$ cat src/rtl/cacheline_burst_adapter_pkg.sv
// Shared cache-side definitions: line/beat geometry, data typedefs and the
// adapter FSM state encoding used by the datacache, arbiter and adapter.
package cacheline_burst_adapter_pkg;

  localparam int unsigned LINE_WIDTH  = 256;
  localparam int unsigned BEAT_WIDTH  = 64;
  localparam int unsigned ADDR_WIDTH  = 32;
  localparam int unsigned BEATS       = LINE_WIDTH / BEAT_WIDTH;
  localparam int unsigned OFFSET_BITS = $clog2(LINE_WIDTH / 8);

  typedef logic [LINE_WIDTH-1:0] line_t;
  typedef logic [BEAT_WIDTH-1:0] beat_t;
  typedef logic [ADDR_WIDTH-1:0] addr_t;

  typedef enum logic [2:0] {
    IDLE,
    RD_BURST,
    RD_DONE,
    WR_BURST,
    WR_DONE
  } state_t;

endpackage

$ cat src/rtl/cacheline_burst_adapter_if.sv
// Line-side and burst-side signals of the adapter; slave is the adapter view,
// master is the view of the surrounding cache controller and memory arbiter.
interface cacheline_burst_adapter_if
  import cacheline_burst_adapter_pkg::*;
#(
  parameter int unsigned LW = LINE_WIDTH,
  parameter int unsigned BW = BEAT_WIDTH,
  parameter int unsigned AW = ADDR_WIDTH
);
  logic          line_read;
  logic          line_write;
  logic [AW-1:0] line_addr;
  logic [LW-1:0] line_wdata;
  logic [LW-1:0] line_rdata;
  logic          line_resp;

  logic          burst_read;
  logic          burst_write;
  logic [AW-1:0] burst_addr;
  logic [BW-1:0] burst_wdata;
  logic [BW-1:0] burst_rdata;
  logic          burst_resp;

  modport slave (
    input  line_read, line_write, line_addr, line_wdata, burst_rdata, burst_resp,
    output line_rdata, line_resp, burst_read, burst_write, burst_addr, burst_wdata
  );

  modport master (
    output line_read, line_write, line_addr, line_wdata, burst_rdata, burst_resp,
    input  line_rdata, line_resp, burst_read, burst_write, burst_addr, burst_wdata
  );
endinterface

$ cat src/rtl/cacheline_burst_adapter.sv
// Converts 256-bit cache line reads/writes into ascending 4 x 64-bit memory
// bursts and reassembles read beats into a line. All outputs are registered.
module cacheline_burst_adapter
  import cacheline_burst_adapter_pkg::*;
#(
  parameter int unsigned LINE_WIDTH = cacheline_burst_adapter_pkg::LINE_WIDTH,
  parameter int unsigned BEAT_WIDTH = cacheline_burst_adapter_pkg::BEAT_WIDTH,
  parameter int unsigned ADDR_WIDTH = cacheline_burst_adapter_pkg::ADDR_WIDTH
) (
  input  logic                    clk,
  input  logic                    rst_n,
  cacheline_burst_adapter_if.slave bus
);

  localparam int unsigned NBEATS = LINE_WIDTH / BEAT_WIDTH;
  localparam int unsigned CNT_W  = $clog2(NBEATS);
  localparam int unsigned OFF_W  = $clog2(LINE_WIDTH / 8);

  state_t                  state;
  logic [CNT_W-1:0]        beat_cnt;
  logic [LINE_WIDTH-1:0]   buffer;

  logic [CNT_W-1:0]        cnt_inc;
  logic                    last_beat;
  logic [LINE_WIDTH-1:0]   fill_next;
  logic [BEAT_WIDTH-1:0]   wbeat_next;
  logic [ADDR_WIDTH-1:0]   aligned_addr;

  // fill_next is the buffer with the incoming read beat merged in, so the
  // final beat can go straight to line_rdata on the same edge.
  always_comb begin
    cnt_inc      = beat_cnt + 1'b1;
    last_beat    = (beat_cnt == CNT_W'(NBEATS - 1));
    fill_next    = buffer;
    fill_next[beat_cnt*BEAT_WIDTH +: BEAT_WIDTH] = bus.burst_rdata;
    wbeat_next   = buffer[cnt_inc*BEAT_WIDTH +: BEAT_WIDTH];
    aligned_addr = {bus.line_addr[ADDR_WIDTH-1:OFF_W], OFF_W'(0)};
  end

  always_ff @(posedge clk or negedge rst_n) begin
    if (!rst_n) begin
      state           <= IDLE;
      beat_cnt        <= '0;
      buffer          <= '0;
      bus.line_rdata  <= '0;
      bus.line_resp   <= 1'b0;
      bus.burst_read  <= 1'b0;
      bus.burst_write <= 1'b0;
      bus.burst_addr  <= '0;
      bus.burst_wdata <= '0;
    end else begin
      case (state)
        IDLE: begin
          if (bus.line_write) begin
            bus.burst_addr  <= aligned_addr;
            buffer          <= bus.line_wdata;
            bus.burst_wdata <= bus.line_wdata[BEAT_WIDTH-1:0];
            beat_cnt        <= '0;
            bus.burst_write <= 1'b1;
            state           <= WR_BURST;
          end else if (bus.line_read) begin
            bus.burst_addr  <= aligned_addr;
            beat_cnt        <= '0;
            bus.burst_read  <= 1'b1;
            state           <= RD_BURST;
          end
        end

        RD_BURST: begin
          if (bus.burst_resp) begin
            buffer   <= fill_next;
            beat_cnt <= cnt_inc;
            if (last_beat) begin
              bus.burst_read <= 1'b0;
              bus.line_rdata <= fill_next;
              bus.line_resp  <= 1'b1;
              state          <= RD_DONE;
            end
          end
        end

        WR_BURST: begin
          if (bus.burst_resp) begin
            beat_cnt        <= cnt_inc;
            bus.burst_wdata <= wbeat_next;
            if (last_beat) begin
              bus.burst_write <= 1'b0;
              bus.line_resp   <= 1'b1;
              state           <= WR_DONE;
            end
          end
        end

        RD_DONE, WR_DONE: begin
          bus.line_resp <= 1'b0;
          state         <= IDLE;
        end

        default: state <= IDLE;
      endcase
    end
  end

endmodule

$ cat src/flat_wrapper.sv
// flat-port wrapper written by rule: the top's interface ports become plain ports
module cacheline_burst_adapter_flat import cacheline_burst_adapter_pkg::*;
#(
  parameter int unsigned LINE_WIDTH = cacheline_burst_adapter_pkg::LINE_WIDTH,
  parameter int unsigned BEAT_WIDTH = cacheline_burst_adapter_pkg::BEAT_WIDTH,
  parameter int unsigned ADDR_WIDTH = cacheline_burst_adapter_pkg::ADDR_WIDTH
)
  (clk, rst_n, bus_line_read, bus_line_write, bus_line_addr, bus_line_wdata, bus_burst_rdata, bus_burst_resp, bus_line_rdata, bus_line_resp, bus_burst_read, bus_burst_write, bus_burst_addr, bus_burst_wdata);
  cacheline_burst_adapter_if bus_i ();
  input  logic clk;
  input  logic rst_n;
  input wire logic [$bits(bus_i.line_read)-1:0] bus_line_read;
  input wire logic [$bits(bus_i.line_write)-1:0] bus_line_write;
  input wire logic [$bits(bus_i.line_addr)-1:0] bus_line_addr;
  input wire logic [$bits(bus_i.line_wdata)-1:0] bus_line_wdata;
  input wire logic [$bits(bus_i.burst_rdata)-1:0] bus_burst_rdata;
  input wire logic [$bits(bus_i.burst_resp)-1:0] bus_burst_resp;
  output wire logic [$bits(bus_i.line_rdata)-1:0] bus_line_rdata;
  output wire logic [$bits(bus_i.line_resp)-1:0] bus_line_resp;
  output wire logic [$bits(bus_i.burst_read)-1:0] bus_burst_read;
  output wire logic [$bits(bus_i.burst_write)-1:0] bus_burst_write;
  output wire logic [$bits(bus_i.burst_addr)-1:0] bus_burst_addr;
  output wire logic [$bits(bus_i.burst_wdata)-1:0] bus_burst_wdata;
  assign bus_i.line_read = bus_line_read;
  assign bus_i.line_write = bus_line_write;
  assign bus_i.line_addr = bus_line_addr;
  assign bus_i.line_wdata = bus_line_wdata;
  assign bus_i.burst_rdata = bus_burst_rdata;
  assign bus_i.burst_resp = bus_burst_resp;
  assign bus_line_rdata = bus_i.line_rdata;
  assign bus_line_resp = bus_i.line_resp;
  assign bus_burst_read = bus_i.burst_read;
  assign bus_burst_write = bus_i.burst_write;
  assign bus_burst_addr = bus_i.burst_addr;
  assign bus_burst_wdata = bus_i.burst_wdata;
  cacheline_burst_adapter #(.LINE_WIDTH(LINE_WIDTH), .BEAT_WIDTH(BEAT_WIDTH), .ADDR_WIDTH(ADDR_WIDTH)) u_core (.clk(clk), .rst_n(rst_n), .bus(bus_i));
endmodule
$ cat config.mk
export PLATFORM = sky130hd
export DESIGN_NAME = cacheline_burst_adapter_flat
export DESIGN_NICKNAME = d
export VERILOG_FILES = /design/src/rtl/cacheline_burst_adapter_pkg.sv /design/src/rtl/cacheline_burst_adapter_if.sv /design/src/rtl/cacheline_burst_adapter.sv /design/src/flat_wrapper.sv
export SDC_FILE = /design/constraint.sdc
export NUM_CORES = 1
export LEC_CHECK = 0
export CORE_AREA = 2 2 275 277
export CTS_CLUSTER_SIZE = 20
export DETAILED_ROUTE_END_ITERATION = 16
export DIE_AREA = 0 0 277 279
export HOLD_SLACK_MARGIN = 0.05
export PLACE_DENSITY = 0.67
export RECOVER_POWER = 25
export SLEW_MARGIN = 20
export SYNTH_ARGS = -nofsm -noshare
export SYNTH_HDL_FRONTEND = slang
export SYNTH_SLANG_ARGS = --single-unit
$ cat constraint.sdc
create_clock -name clk -period 2.99 [get_ports clk]
set_input_delay 0.4485 -clock clk [delete_from_list [all_inputs] [get_ports clk]]
set_output_delay 0.4485 -clock clk [all_outputs]
set_load 0.03 [all_outputs]
Word level (Yosys, flattened, before mapping)
Cells that the tools add are included.

operators by class
  reductions and logical operators = 17
  mux-type cells = 30
  shift operators = 3
  add/subtract/negate cells = 2
  equal/unequal tests = 15

operators by type and width
  operator                   number
  $mux 256                   2
  $pmux 256 s2               1
  $bwmux 256                 1
  $shift 64x34->256 const A  1
  $shiftx 256x9->64          1
  $shiftx 64x34->256         1
  $mux 64                    2
  $pmux 64 s2                1
  $mux 32                    2
  $neg 8->34                 1
  $mux 3                     6
  $reduce_and 3->1           5
  $ne 2x2->1 const B         5
  $reduce_and 5->1           2
  $reduce_bool 2->1          5
  $pmux 3 s3                 1
  $ne 2x1->1 const B         4
  $mux 1                     7
  $eq 3x2->1 const B         2
  $mux 2                     3
  $pmux 1 s2                 3
  $pmux 2 s2                 1
  $reduce_and 4->1           1
  $reduce_or 2->1            2
  other kinds (7)            7

storage, ports and cells
  bits in registers = 616
  word-level logic and storage cells = 76
  output and inout bits = 355
  input bits = 357

Depth between registers and ports, before layout
  word-level depth = 5
  depth in mapped cells = 9
  gate-level depth less buffers = 6

Worst setup path before layout
OpenSTA, ideal clock, no wires.

  kind = reg-to-reg
  start = register u_core.beat_cnt[0]
  end = register u_core.buffer[144]
  setup time = 66 ps
  cell stages (with the launch flop) = 10
  buffers on the path = 3
  data required time = 2,924 ps
  slack = 736 ps
  period minus slack after synthesis = 2,254 ps
  arrival = 2,188 ps
  cell sequence = dfrtp_1 buf_2 inv_1 ha_1 buf_2 or3b_1 nor3_4 buf_2 a22oi_1 nand2_1

on the way
  cells in the longest elaborated chain, start to end = 5
  elaborated cells between the ends (all ways) = 6
  classes of those cells = 1 x add/sub; 2 x shift; 3 x mux

RTL lines
  element                                                  RTL line                       RTL
  from (decl)                                              cacheline_burst_adapter.sv:20  logic [CNT_W-1:0] beat_cnt;
  from (signal assigned)                                   cacheline_burst_adapter.sv:72  beat_cnt <= cnt_inc;
  from (signal assigned)                                   cacheline_burst_adapter.sv:84  beat_cnt <= cnt_inc;
  $neg 8->34 *                                             cacheline_burst_adapter.sv:35  fill_next[beat_cnt*BEAT_WIDTH +: BEAT_WIDTH] = bus.burst_rdata;
  $shiftx 64x34->256 or $shift 64x34->256 (tied branches)  cacheline_burst_adapter.sv:35
  $bwmux 256 *                                             cacheline_burst_adapter.sv:35
  $mux 256 *                                               cacheline_burst_adapter.sv:70  if (bus.burst_resp) begin
  $pmux 256 s2 *                                           cacheline_burst_adapter.sv:52  case (state)
  to (signal assigned)                                     cacheline_burst_adapter.sv:56  buffer <= bus.line_wdata;
  to (signal assigned)                                     cacheline_burst_adapter.sv:71  buffer <= fill_next;
  to (decl)                                                cacheline_burst_adapter.sv:21  logic [LINE_WIDTH-1:0] buffer;

Mark *: on every way between the ends. The rest lies on a longest branch, timed or not. The select of a mux whose other input is x is not followed.
A chain may end at the register's enable or synchronous reset.

Final worst setup path
  start = register u_core.beat_cnt[0]
  end = register u_core.buffer[126]

Same word-level chain as after synthesis.

==> results.yml <==
route:
  ant_nets: 0
  drc: 0
  drt-initial-drc-count: 2660
  drtPass1Iterations: 9
  vias: 27200
  via_per_inst: 5.81
  finalWirelength_mm: 117
  wire_per_inst_um: 25.1
floorplanning:
  die_h_um: 279
  rows: 100
  core_mm2: 0.0741
  io_pins: 712
  initial_core_util_pct: 39.3
  dieArea_mm2: 0.0773
  die-width_um: 277
logic_synthesis:
  ys_seq_elements: 611
  synthFlopType: "dfrtp_1"
  async_reset_ff_share_pct: 100
  yosys_warnings: 0
  syn_area_mm2: 0.0291
  synth_area_per_cell_um2: 9.54
  yosysUniqueCellTypes: 45
  synthCells: 3048
  seq_area_frac_synth_pct: 52.6
  synth_edf_count: 0
timing:
  tightest_slew_ns: 2.05
  setup_tns_ns: 0
  max_freq_mhz: 377
  finalCritPeriodShare_pct: 88.6
  hold_viol: 0
  rsz0062_at_grt: "no"
  holdWs_ns: 0.358
  slew_violations: 58
  setup_viol: 0
  final.min_clock_period_ns: 2.65
  max_slew_margin_pct: -36.4
  skew_ns: 0.0280
outcome:
  violations: "max-capacitance violations, max-slew violations"
  status: "complete, but fails checks"
placed_design:
  gp_congestion: 0.872
  portBuffers: 701
  placed_cell_area_mm2: 0.0374
  hpwl_mm: 75.6
worst_setup_path:
  crit_path_start: "u_core.beat_cnt[0]"
  crit_required_ns: 3.48
  slowest_delay_ns: 0.57
  slowest_stage: "buf_12"
  cpMostUsedCell: "buf_12"
  r2r_start: "u_core.beat_cnt[0]"
  rr_endpoint: "u_core.buffer[126]"
  crit_fanout: 71
  crit_end: "u_core.buffer[126]"
  path_class: "reg2reg"
  r2r_cells: 7
  cp-end-kind: "register"
  cp-start-kind: "register"
  regToRegSetupSlack_ns: 0.34
  critPathArrivalTime_ns: 3.15
  critical_path.cell_chain: "buf_12 -> ha_4 -> buf_12 -> and3_1 -> o21ai_0 -> a22oi_1 -> nand2_1"
power_and_ir_drop:
  power.leakage_uw: 0.0161
  vdd_drop_max_mv: 1.02
  p_per_area_mw_per_mm2: 1330
clock_network:
  clk_path_buf_depth: 3
  path_clk_slew_ns: 0.06
  root_buffer: "clkbuf_16"
  cts-resized-gates: 0
  postCtsSetupBuffers: 0
  cts_buffers: 71
  htree_num_levels: 3
  cts_tree: "done"
  clk_latency_ns: 0.62
  cts_sinks: 611
global_routing:
  antenna_found_initial: 14
  overflow: 0
  grt_pass1_vias: 27100
  grt_pass1_wl_mm: 175
  grt_max_degree: 109
  track_usage_pct: 29.8
final_layout:
  final_nets: 4003
  area_delta_synth_final_pct: 36.7
  final_area_mm2: 0.0398
  drive_gt1_share_pct: 8.25
hold_path:
  hold_path_class: "in2reg"
run:
  cap_violations: 1
==> worst min path at each step <==
stage	start	to	cells past startpoint
2_1_floorplan	rst_n	u_core.beat_cnt[0]	0
3_3_place_gp	rst_n	u_core.bus.burst_addr[14]	1
3_5_place_dp	rst_n	u_core.bus.burst_addr[11]	1
4_1_cts	bus_line_wdata[135]	u_core.buffer[135]	3
5_1_grt	bus_line_wdata[150]	u_core.buffer[150]	3
6_report	bus_line_wdata[159]	u_core.buffer[159]	3
==> critical path: cells and delay by family (launching register included) <==
kind | cells | cell delay (ns)
compound gates | 2 | 0.54
fa+ha+maj | 1 | 0.25
buf+inv | 2 | 1.00
flops | 1 | 0.42
simple gates | 2 | 0.30
==> Yosys cell counts (2+ instances only) <==
library cell,count,area (um2)
a22oi_1,24,180
o21ai_0,118,591
nor2b_1,258,1610
dfrtp_1,611,15300
nor2_4,3,33.8
a222oi_1,15,150
and3_1,4,25.0
o21ai_1,15,75.1
mux4_2,64,1440
nand2_1,338,1270
nor3_2,2,20.0
or3b_1,2,17.5
nor4b_4,2,47.6
buf_4,22,165
nand2b_1,2,12.5
a21oi_1,544,2720
and2_1,2,12.5
a31oi_1,65,407
ha_1,6,75.1
o22ai_1,2,12.5
nor3b_1,2,15.0
nor2_1,325,1220
buf_1,26,97.6
o211ai_1,120,901
clkbuf_1,114,428
mux2_2,27,304
a32oi_1,69,604
inv_1,21,78.8
nand3_1,121,606
buf_2,109,546
==> stage by stage <==
step | std cells | utilization, % | total power (uW) | worst slack, ns
final | 4674 | 53.7 | 52800 | 0.340
after global routing | 4674 | 53.7 | 55500 | 0.0896
after CTS | 4665 | 53.7 | 52800 | 0.314
after detailed placement | 4535 | 50.5 | 43600 | 0.338
after global placement | 4535 | 50.5 | 43200 | 0.348
after floorplan | 3052 | - | 31900 | 0.736
==> power breakdown <==
part | internal (uW) | leakage, uW | switching, uW
Clock | 5330 | 0.00118 | 3710
Combinational | 11200 | 0.00761 | 17000
Sequential | 12500 | 0.00731 | 3130
==> repair_timing <==
action / 4_1_cts / 5_1_grt
hold endpoints to repair: 50 / 0
hold buffers: 1 / 0
setup endpoints to repair: 0 / 0
==> state kept, by name (all words and copies together), names as in the netlist, 2 cells and up <==
name and count:
u_core.buffer 256, u_core.beat_cnt 2, u_core.bus.burst_wdata 64, u_core.state 3, u_core.bus.line_rdata 256, u_core.bus.burst_addr 27
==> cell type report <==
type                       count  area, um2
inverter                      21       78.8
timing repair buffer         787       8110
clock buffer                 106       2090
tap                          969       1210
fill                        6633      34300
multi-input combinational   2148      12600
antenna                        9       22.5
sequential                   611      15300
clock inverter                23        323
==> per-layer routing <==
metal / vias to the layer above / track usage [%] / routed length [um]
met2: 1518 / 47.8 / 55500
li1: 12000 / - / -
met1: 13400 / 39.0 / 46500
met4: 8 / 13.6 / 4970
met5: - / 0 / 52
met3: 299 / 6.04 / 10500
==> layout by cell type, fill, tap and decap left out, types with 3 or more instances in the layout <==
master / netlist / layout
clkdlybuf4s50_1: 0 / 700
dfrtp_1: 611 / 610
a21oi_1: 544 / 544
nand2_1: 338 / 338
nor2_1: 325 / 325
nor2b_1: 258 / 258
nand3_1: 121 / 120
o211ai_1: 120 / 120
o21ai_0: 118 / 118
clkbuf_16: 0 / 73
a32oi_1: 69 / 69
a31oi_1: 65 / 65
mux4_2: 64 / 64
buf_12: 0 / 38
buf_4: 22 / 35
mux2_2: 27 / 27
a22oi_1: 24 / 24
clkbuf_1: 114 / 24
inv_1: 21 / 21
a222oi_1: 15 / 15
clkbuf_8: 0 / 14
o21ai_1: 15 / 13
diode_2: 0 / 9
clkinv_2: 0 / 9
conb_1: 1 / 5
bufinv_16: 0 / 5
clkbuf_2: 0 / 5
ha_4: 0 / 4
and3_1: 4 / 3
nor2_4: 3 / 3
nor3_4: 1 / 3
clkbuf_4: 0 / 3
==> kinds of logic (layout without fill, tap and decap cells) <==
kind of cell,count (synthesis),after routing,share of synthesized area [%]
and+or+nand+nor,1067,1067,17.0
AOI/OAI and AO/OA,977,977,19.5
DFF,611,611,52.6
buffers and inverters,293,937,4.56
muxes,92,92,6.03
adders and majority gates,6,6,0.258
other,1,14,0.0129
xor gates and xnor gates,1,1,0.0301
Power figures use the tool's default switching activity.
